==> src/rtl/reg_bank_pkg.sv <==
// Shared types and constants for the reg_write_bank register block:
// FSM state encoding, register count and word addresses.
package reg_bank_pkg;

  localparam int NUM_REGS = 4;

  localparam logic [2:0] REG1_ADDR = 3'd0;
  localparam logic [2:0] REG2_ADDR = 3'd1;
  localparam logic [2:0] REG3_ADDR = 3'd2;
  localparam logic [2:0] REG4_ADDR = 3'd3;

  typedef enum logic [1:0] {
    IDLE   = 2'd0,
    COMMIT = 2'd1,
    ACK    = 2'd2
  } state_e;

  // Word addresses above REG4_ADDR are holes in the map.
  function automatic logic addr_mapped(input logic [2:0] addr);
    return (addr >= REG1_ADDR) && (addr <= REG4_ADDR);
  endfunction

endpackage

==> src/rtl/reg_byte_merge.sv <==
// Combinational byte-lane merge: enabled bytes come from new_i, the rest
// keep old_i.
module reg_byte_merge #(
  parameter int WIDTH = 32
) (
  input  logic [WIDTH-1:0]   old_i,
  input  logic [WIDTH-1:0]   new_i,
  input  logic [WIDTH/8-1:0] be_i,
  output logic [WIDTH-1:0]   merged_o
);

  always_comb begin
    // NOTE: assigning a full default first keeps every bit driven on every
    // path, so no latch is inferred for lanes whose enable is low.
    merged_o = old_i;
    for (int i = 0; i < WIDTH / 8; i++) begin
      if (be_i[i]) merged_o[8*i +: 8] = new_i[8*i +: 8];
    end
  end

endmodule

==> src/rtl/reg_write_bank.sv <==
// Four-register QSYS write bank: IDLE -> COMMIT -> ACK handshake with a
// registered waitrequest. Optional reg1-reg3 write lock via REG_WRITE_BANK_LOCK_EN.
module reg_write_bank
  import reg_bank_pkg::*;
#(
  parameter int WIDTH = 32
) (
  input  logic                 clk,
  input  logic                 reset_n,
  input  logic [2:0]           address,
  input  logic                 write,
  input  logic [WIDTH-1:0]     writedata,
  input  logic [WIDTH/8-1:0]   byteenable,
  input  logic                 err_clr,
  output logic                 waitrequest,
  output logic [WIDTH-1:0]     reg1Data,
  output logic [WIDTH-1:0]     reg2Data,
  output logic [WIDTH-1:0]     reg3Data,
  output logic [WIDTH-1:0]     reg4Data,
  output logic [NUM_REGS-1:0]  reg_wr_pulse,
  output logic                 wr_err
);

  state_e                          state_q;
  logic [2:0]                      addr_q;
  logic [WIDTH-1:0]                data_q;
  logic [WIDTH/8-1:0]              be_q;
  logic [NUM_REGS-1:0][WIDTH-1:0]  regs_q;
  logic                            wait_q;
  logic [NUM_REGS-1:0]             pulse_q, pulse_d;
  logic                            err_q, err_d;

  logic [1:0]       idx;
  logic [WIDTH-1:0] merged_d;
  logic             mapped;
  logic             locked;
  logic             commit_en;
  logic             err_set;

  assign idx    = addr_q[1:0];
  assign mapped = addr_mapped(addr_q);

`ifdef REG_WRITE_BANK_LOCK_EN
  localparam int LOCK_BIT = 31;
  // reg4 bit 31 freezes reg1-reg3; reg4 itself must stay writable to unlock.
  assign locked = regs_q[NUM_REGS-1][LOCK_BIT] && (addr_q != REG4_ADDR);
`else
  assign locked = 1'b0;
`endif

  assign commit_en = mapped && !locked && (|be_q);
  assign err_set   = !mapped || locked;

  reg_byte_merge #(.WIDTH(WIDTH)) u_merge (
    .old_i    (regs_q[idx]),
    .new_i    (data_q),
    .be_i     (be_q),
    .merged_o (merged_d)
  );

  always_comb begin
    pulse_d = '0;
    if (state_q == COMMIT && commit_en) pulse_d[idx] = 1'b1;
  end

  // A new error outranks a simultaneous clear.
  assign err_d = (state_q == COMMIT && err_set) ? 1'b1 :
                 (err_clr ? 1'b0 : err_q);

  // NOTE: all state uses non-blocking assignments so every flop samples the
  // pre-edge values, independent of statement order inside the block.
  always_ff @(posedge clk or negedge reset_n) begin
    if (!reset_n) begin
      // NOTE: the register file is four plain flop words, not a RAM, so it
      // is reset along with the transaction latches.
      state_q <= IDLE;
      addr_q  <= '0;
      data_q  <= '0;
      be_q    <= '0;
      regs_q  <= '0;
      wait_q  <= 1'b1;
      pulse_q <= '0;
      err_q   <= 1'b0;
    end else begin
      pulse_q <= pulse_d;
      err_q   <= err_d;
      case (state_q)
        IDLE: begin
          wait_q <= 1'b1;
          if (write) begin
            addr_q  <= address;
            data_q  <= writedata;
            be_q    <= byteenable;
            state_q <= COMMIT;
          end
        end
        COMMIT: begin
          if (commit_en) regs_q[idx] <= merged_d;
          wait_q  <= 1'b0;
          state_q <= ACK;
        end
        ACK: begin
          wait_q  <= 1'b1;
          state_q <= IDLE;
        end
        default: begin
          wait_q  <= 1'b1;
          state_q <= IDLE;
        end
      endcase
    end
  end

  assign waitrequest  = wait_q;
  assign reg1Data     = regs_q[0];
  assign reg2Data     = regs_q[1];
  assign reg3Data     = regs_q[2];
  assign reg4Data     = regs_q[3];
  assign reg_wr_pulse = pulse_q;
  assign wr_err       = err_q;

endmodule

==> config.mk <==
export PLATFORM = sky130hd
export DESIGN_NAME = reg_write_bank
export DESIGN_NICKNAME = d
export VERILOG_FILES = /design/src/rtl/reg_bank_pkg.sv /design/src/rtl/reg_byte_merge.sv /design/src/rtl/reg_write_bank.sv
export SDC_FILE = /design/constraint.sdc
export NUM_CORES = 1
export LEC_CHECK = 0
export BUFFER_PORTS_ARGS = -buffer_cell sky130_fd_sc_hd__buf_2
export CORE_MARGIN = 1
export CORE_UTILIZATION = 35
export DETAILED_ROUTE_END_ITERATION = 8
export PLACE_DENSITY = 0.64
export SLEW_MARGIN = 30
export SYNTH_ARGS = -nofsm -noshare
export SYNTH_HDL_FRONTEND = slang
export SYNTH_SLANG_ARGS = --single-unit
==> constraint.sdc <==
create_clock -name clk -period 2.38 [get_ports clk]
set_input_delay 0.476 -clock clk [delete_from_list [all_inputs] [get_ports clk]]
set_output_delay 0.476 -clock clk [all_outputs]
set_load 0.05 [all_outputs]
Word-level counts from Yosys, hierarchy flattened
Cells that the tools add are included.
{"block": "word_totals", "register_bits": 175, "output_inout_bits": 134, "elab_cells": 45}
{"block": "classes", "magnitude_cmp": 4, "eq_ne": 2, "muxes": 17, "reduce_logical": 11}
{"operator": "$bwmux W128", "n": 1}
{"operator": "$bmux W32 S2", "n": 1}
{"operator": "$demux W32 S2", "n": 1}
{"operator": "$mux W32", "n": 2}
{"operator": "$mux W8", "n": 4}
{"operator": "$logic_and A1 B1 Y1", "n": 5}
{"operator": "$mux W1", "n": 4}
{"operator": "$mux W4", "n": 1}
{"operator": "$pmux W2 S2", "n": 1}
{"operator": "$reduce_and A2 Y1", "n": 2}
{"operator": "$reduce_or A4 Y1", "n": 1}
{"operator": "$ge A3 B1 Y1 const B", "n": 1}
{"operator": "$le A3 B2 Y1 const B", "n": 1}
{"operator": "$lt A2 B3 Y1 const B", "n": 1}
{"operator": "$demux W1 S2", "n": 1}
{"operator": "$eq A2 B1 Y1 const B", "n": 1}
{"operator": "$ge A2 B1 Y1 const B", "n": 1}
{"operator": "$logic_not A2 Y1", "n": 1}
{"operator": "$mux W2", "n": 1}
{"operator": "$ne A2 B2 Y1 const B", "n": 1}
{"operator": "$reduce_bool A2 Y1", "n": 1}
{"operator": "$logic_not A1 Y1", "n": 1}

Depth between registers and ports, before layout
{"block": "logic_depth", "ltp_word": 5, "depth_mapped": 6, "ltp_nobuf": 4}

Hierarchy
A second synthesis with hierarchy kept.
{"block": "hier_totals", "cells_unflattened": 450, "hier_area_um2": 7982.7}
{"mod": "reg_write_bank", "n_inst": 1, "cells_each": 414, "area_each_um2": 7457.2, "seq_area_each_um2": 4380.5}
{"mod": "reg_byte_merge", "n_inst": 1, "cells_each": 36, "area_each_um2": 525.5, "seq_area_each_um2": 0.0}

Worst setup path after synthesis
No wires, ideal clock.
{"block": "synth_path", "path_kind": "register to register", "startpoint": "register be_q[1]", "endpoint": "register regs_q, in the netlist reg1Data[10]", "arrival_time_ns": 1.686, "required_ns": 2.255, "setup_slack_ns": 0.569, "stages_incl_launch_ff": 7, "path_buffers": 2, "path_cell_list": "dfrtp_1 -> or4_4 -> buf_6 -> nand3_4 -> inv_6 -> buf_12 -> mux2_4"}
{"block": "synth_between", "elab_chain_cells": 3, "elab_cells_between_ends": 5}
{"element": "start: declaration", "line_no": "reg_write_bank.sv:27", "source": "logic [WIDTH/8-1:0] be_q;"}
{"element": "start signal: assignment", "line_no": "reg_write_bank.sv:93", "source": "be_q <= byteenable;"}
{"element": "$reduce_or A4 Y1", "line_no": "reg_write_bank.sv:51", "source": "assign commit_en = mapped && !locked && (|be_q);"}
{"element": "$logic_and A1 B1 Y1", "line_no": "reg_write_bank.sv:51"}
{"element": "$reduce_and A2 Y1 (no line)"}
{"element": "end signal: indexed assignment", "line_no": "reg_write_bank.sv:98", "source": "if (commit_en) regs_q[idx] <= merged_d;"}
{"element": "end: declaration", "line_no": "reg_write_bank.sv:28", "source": "logic [NUM_REGS-1:0][WIDTH-1:0] regs_q;"}
Several ways; a longest one is shown, not always the timed one.
A chain may end at the register's enable or synchronous reset.

Final worst setup path
{"block": "layout_path", "startpoint": "register addr_q[1]", "endpoint": "register regs_q, in the netlist reg1Data[2]"}
{"block": "layout_between", "elab_chain_cells": 5, "elab_cells_between_ends": 14}
{"element": "start: declaration", "line_no": "reg_write_bank.sv:25", "source": "logic [2:0] addr_q;"}
{"element": "start signal: assignment", "line_no": "reg_write_bank.sv:91", "source": "addr_q <= address;"}
{"element": "$lt A2 B3 Y1 (implied by the code) / $ge A2 B1 Y1 (equally long branches)", "line_no": "reg_write_bank.sv:98"}
{"element": "$logic_and A1 B1 Y1 (implied by the code)", "line_no": "reg_write_bank.sv:98"}
{"element": "$mux W32 (implied by the code)", "line_no": "reg_write_bank.sv:98"}
{"element": "$demux W32 S2", "line_no": "reg_write_bank.sv:98"}
{"element": "$bwmux W128", "line_no": "reg_write_bank.sv:98"}
Several ways; a longest one is shown, not always the timed one. The select of a mux whose other input is x is not followed.

==> results.txt <==
Fraction of layout cells with a size suffix above 1 -> 0.487
CP arrival -> 2.37 ns
# resized after CTS -> 0
Fin cells -> 981
Final Cycle Share -> 0.865
Die ar. -> 0.0218 mm^2
Layout net count -> 738
Clk buf depth -> 2
Vias per inst -> 5.12
Post-place instance area -> 0.00864 mm^2
Initial Util -> 0.362
WL/cell -> 20.1 um
Sum Neg Setup Slack -> 0 ns
R2R depth -> 4
Mapped Area -> 0.00742 mm^2
Via Count -> 5026
Post-Synthesis Cells -> 508
Port Buffers -> 176
Multiplexer share of the synthesized area -> 0.215
Most common cell in the netlist -> dfrtp_1
GRT Residual Overflow -> 0
Synth Area in XOR/XNOR -> 0
Global-route wire length before repair -> 30900 um
Critical path's slowest cell -> nor4b_4
Unique masters post-synth -> 34
Synth Area in Compound Gates -> 0.105
DR pass1 iterations -> 4
Initial antenna violation count -> 4
Worst-path maximum fanout -> 26
Initial DRC Count -> 201
Num ports -> 177
Critical path depth -> 4
Die W -> 148 um
CP startpoint kind -> register
Max Clock Freq -> 486 MHz
CP Class -> reg2reg
Yosys warnings -> 0
Slowest Stage Delay on Critical Path -> 0.53 ns
Clock sink total -> 175
Largest cells by area after synthesis -> dfrtp_1 (59%), mux2_2 (10%), o22a_1 (7.4%), mux2_4 (7.3%), mux2i_1 (4.2%)
Hold Path Class -> in2async
Area Growth Syn to Fin -> 25.9%
Area leader, netlist -> dfrtp_1
Synth cell count leaders -> dfrtp_1 (174), mux2_2 (66), o22a_1 (63)
RSZ-0062 raised after global routing -> false
Placed cells -> 946
Register Area -> 0.00438 mm^2
Simple-gate share of the synthesized area -> 0.0557
CP Cell Sequence -> nor4b_4 -> nand3_4 -> inv_6 -> mux2_2
Syn Area/Cell -> 14.6 um^2
CP top delay family -> simple AND/OR/NAND/NOR gates
Synth top area share -> 0.587
Total wire length -> 19700 um
Area of the multi-input gates -> 0.00280 mm^2
Vias in the first global route -> 5386
Dpl hpwl -> 13800 um
Final hold violations -> 0
Inserted Clock Buffers -> 17
Ys flop type -> dfrtp_1
Clk_skew -> 0.0100 ns
GPL Wtd Cong -> 0.846
Yosys reg bits -> 175
Minimum clock period after layout -> 2.06 ns
Dominant combinational cell family by area after synthesis -> multiplexers
Sequential area share after synthesis -> 0.591
H-tree depth -> 4
Max-Cap Viols -> 0
Post-synth ARST share -> 1.00
Synth Net Count -> 551
Post-CTS Setup Bufs -> 0
Clk Latency, worst-skew pair -> 0.43 ns
CP required -> 2.69 ns
GRT Total Usage -> 0.188
Count of final setup violators -> 0
Max-slew violations -> 0
Core ar. -> 0.0205 mm^2
Fillers -> 1883
Post-synth EDFFs -> 0
Post-CTS Hold Buffers -> 0
Slew at the pin closest to its max-slew limit -> 0.974 ns
CP Capture Type -> register
Antenna violation net count after detailed routing -> 0
Final instance area -> 0.00934 mm^2
Height of the die -> 148 um
Largest net degree at the start of global routing -> 58
CTS tree -> yes
Buf/Inv on CP -> 1
CTS Root Cell -> clkbuf_16
# DRC -> 0
Clock-pin slew on the worst setup and hold paths -> 0.07 ns
Max_slew headroom -> 0.346
Post-synthesis adder-cell area fraction -> 0
Row count -> 52
Status -> completed
## path summary, 6_finish.rpt
| path | from | endpoint | slack (ns) |
|---|---|---|---|
| min | reset_n | data_q[25] | 0.009 |
| max | addr_q[1] | reg1Data[2] | 0.32 |
| min in group clk | err_clr | wr_err | 0.23 |
| min reg2reg | reg4Data[30] | reg4Data[30] | 0.49 |
| max reg2reg | addr_q[1] | reg1Data[2] | 0.32 |
| max in group asynchronous | reset_n | reg4Data[13] | 1.58 |
## area by class of cell
cell class                 instances  area share
multi-input combinational        294       0.299
antenna                            3    0.000804
tap                              270      0.0362
sequential                       175       0.469
clock inverter                    12      0.0244
inverter                           8     0.00429
timing repair buffer             199       0.116
clock buffer                      20      0.0500
## cells in the final DEF (no fill, tap or decap), drive strengths merged, types with 4 or more instances in the layout
cell type	instances
buf	199
dfrtp	174
mux2	102
o22a	63
mux2i	31
nor2b	27
a21oi	26
clkbuf	20
and3	12
inv	10
a2bb2oi	7
bufinv	6
nor2	4
nand3	4
## through the flow
step	util	hold WS, ns	setup WS [ns]
2_1_floorplan	-	0.180	0.569
3_3_place_gp	0.422	0.468	0.414
3_5_place_dp	0.422	0.473	0.314
4_1_cts	0.455	0.0153	0.303
5_1_grt	0.456	0.0407	0.218
6_report	0.456	0.00895	0.321
## per-layer routing
metal | wire, um | vias to the layer above | part of all wire | GRT usage
met4 | 282 | 2 | 0.014 | 0.0706
li1 | - | 2246 | - | -
met1 | 8500 | 2600 | 0.43 | 0.244
met2 | 9470 | 154 | 0.48 | 0.298
met5 | 8 | - | 0.00041 | 0
met3 | 1420 | 24 | 0.072 | 0.0528
## state kept, by name (all words and copies together), names as in the netlist
signal / flops
reg4Data: 32
addr_q: 3
data_q: 32
reg2Data: 32
reg3Data: 32
wr_err: 1
be_q: 4
state_q: 2
waitrequest: 1
reg1Data: 32
reg_wr_pulse: 4
## kinds of logic after synthesis
family	count (synthesis)
compound gates	102
simple gates	59
mux	133
buf+inv	39
flops	175
Power is left out: the tool's default activity adds up to more than one toggle a clock period on the data nets, which glitch-free logic cannot reach.
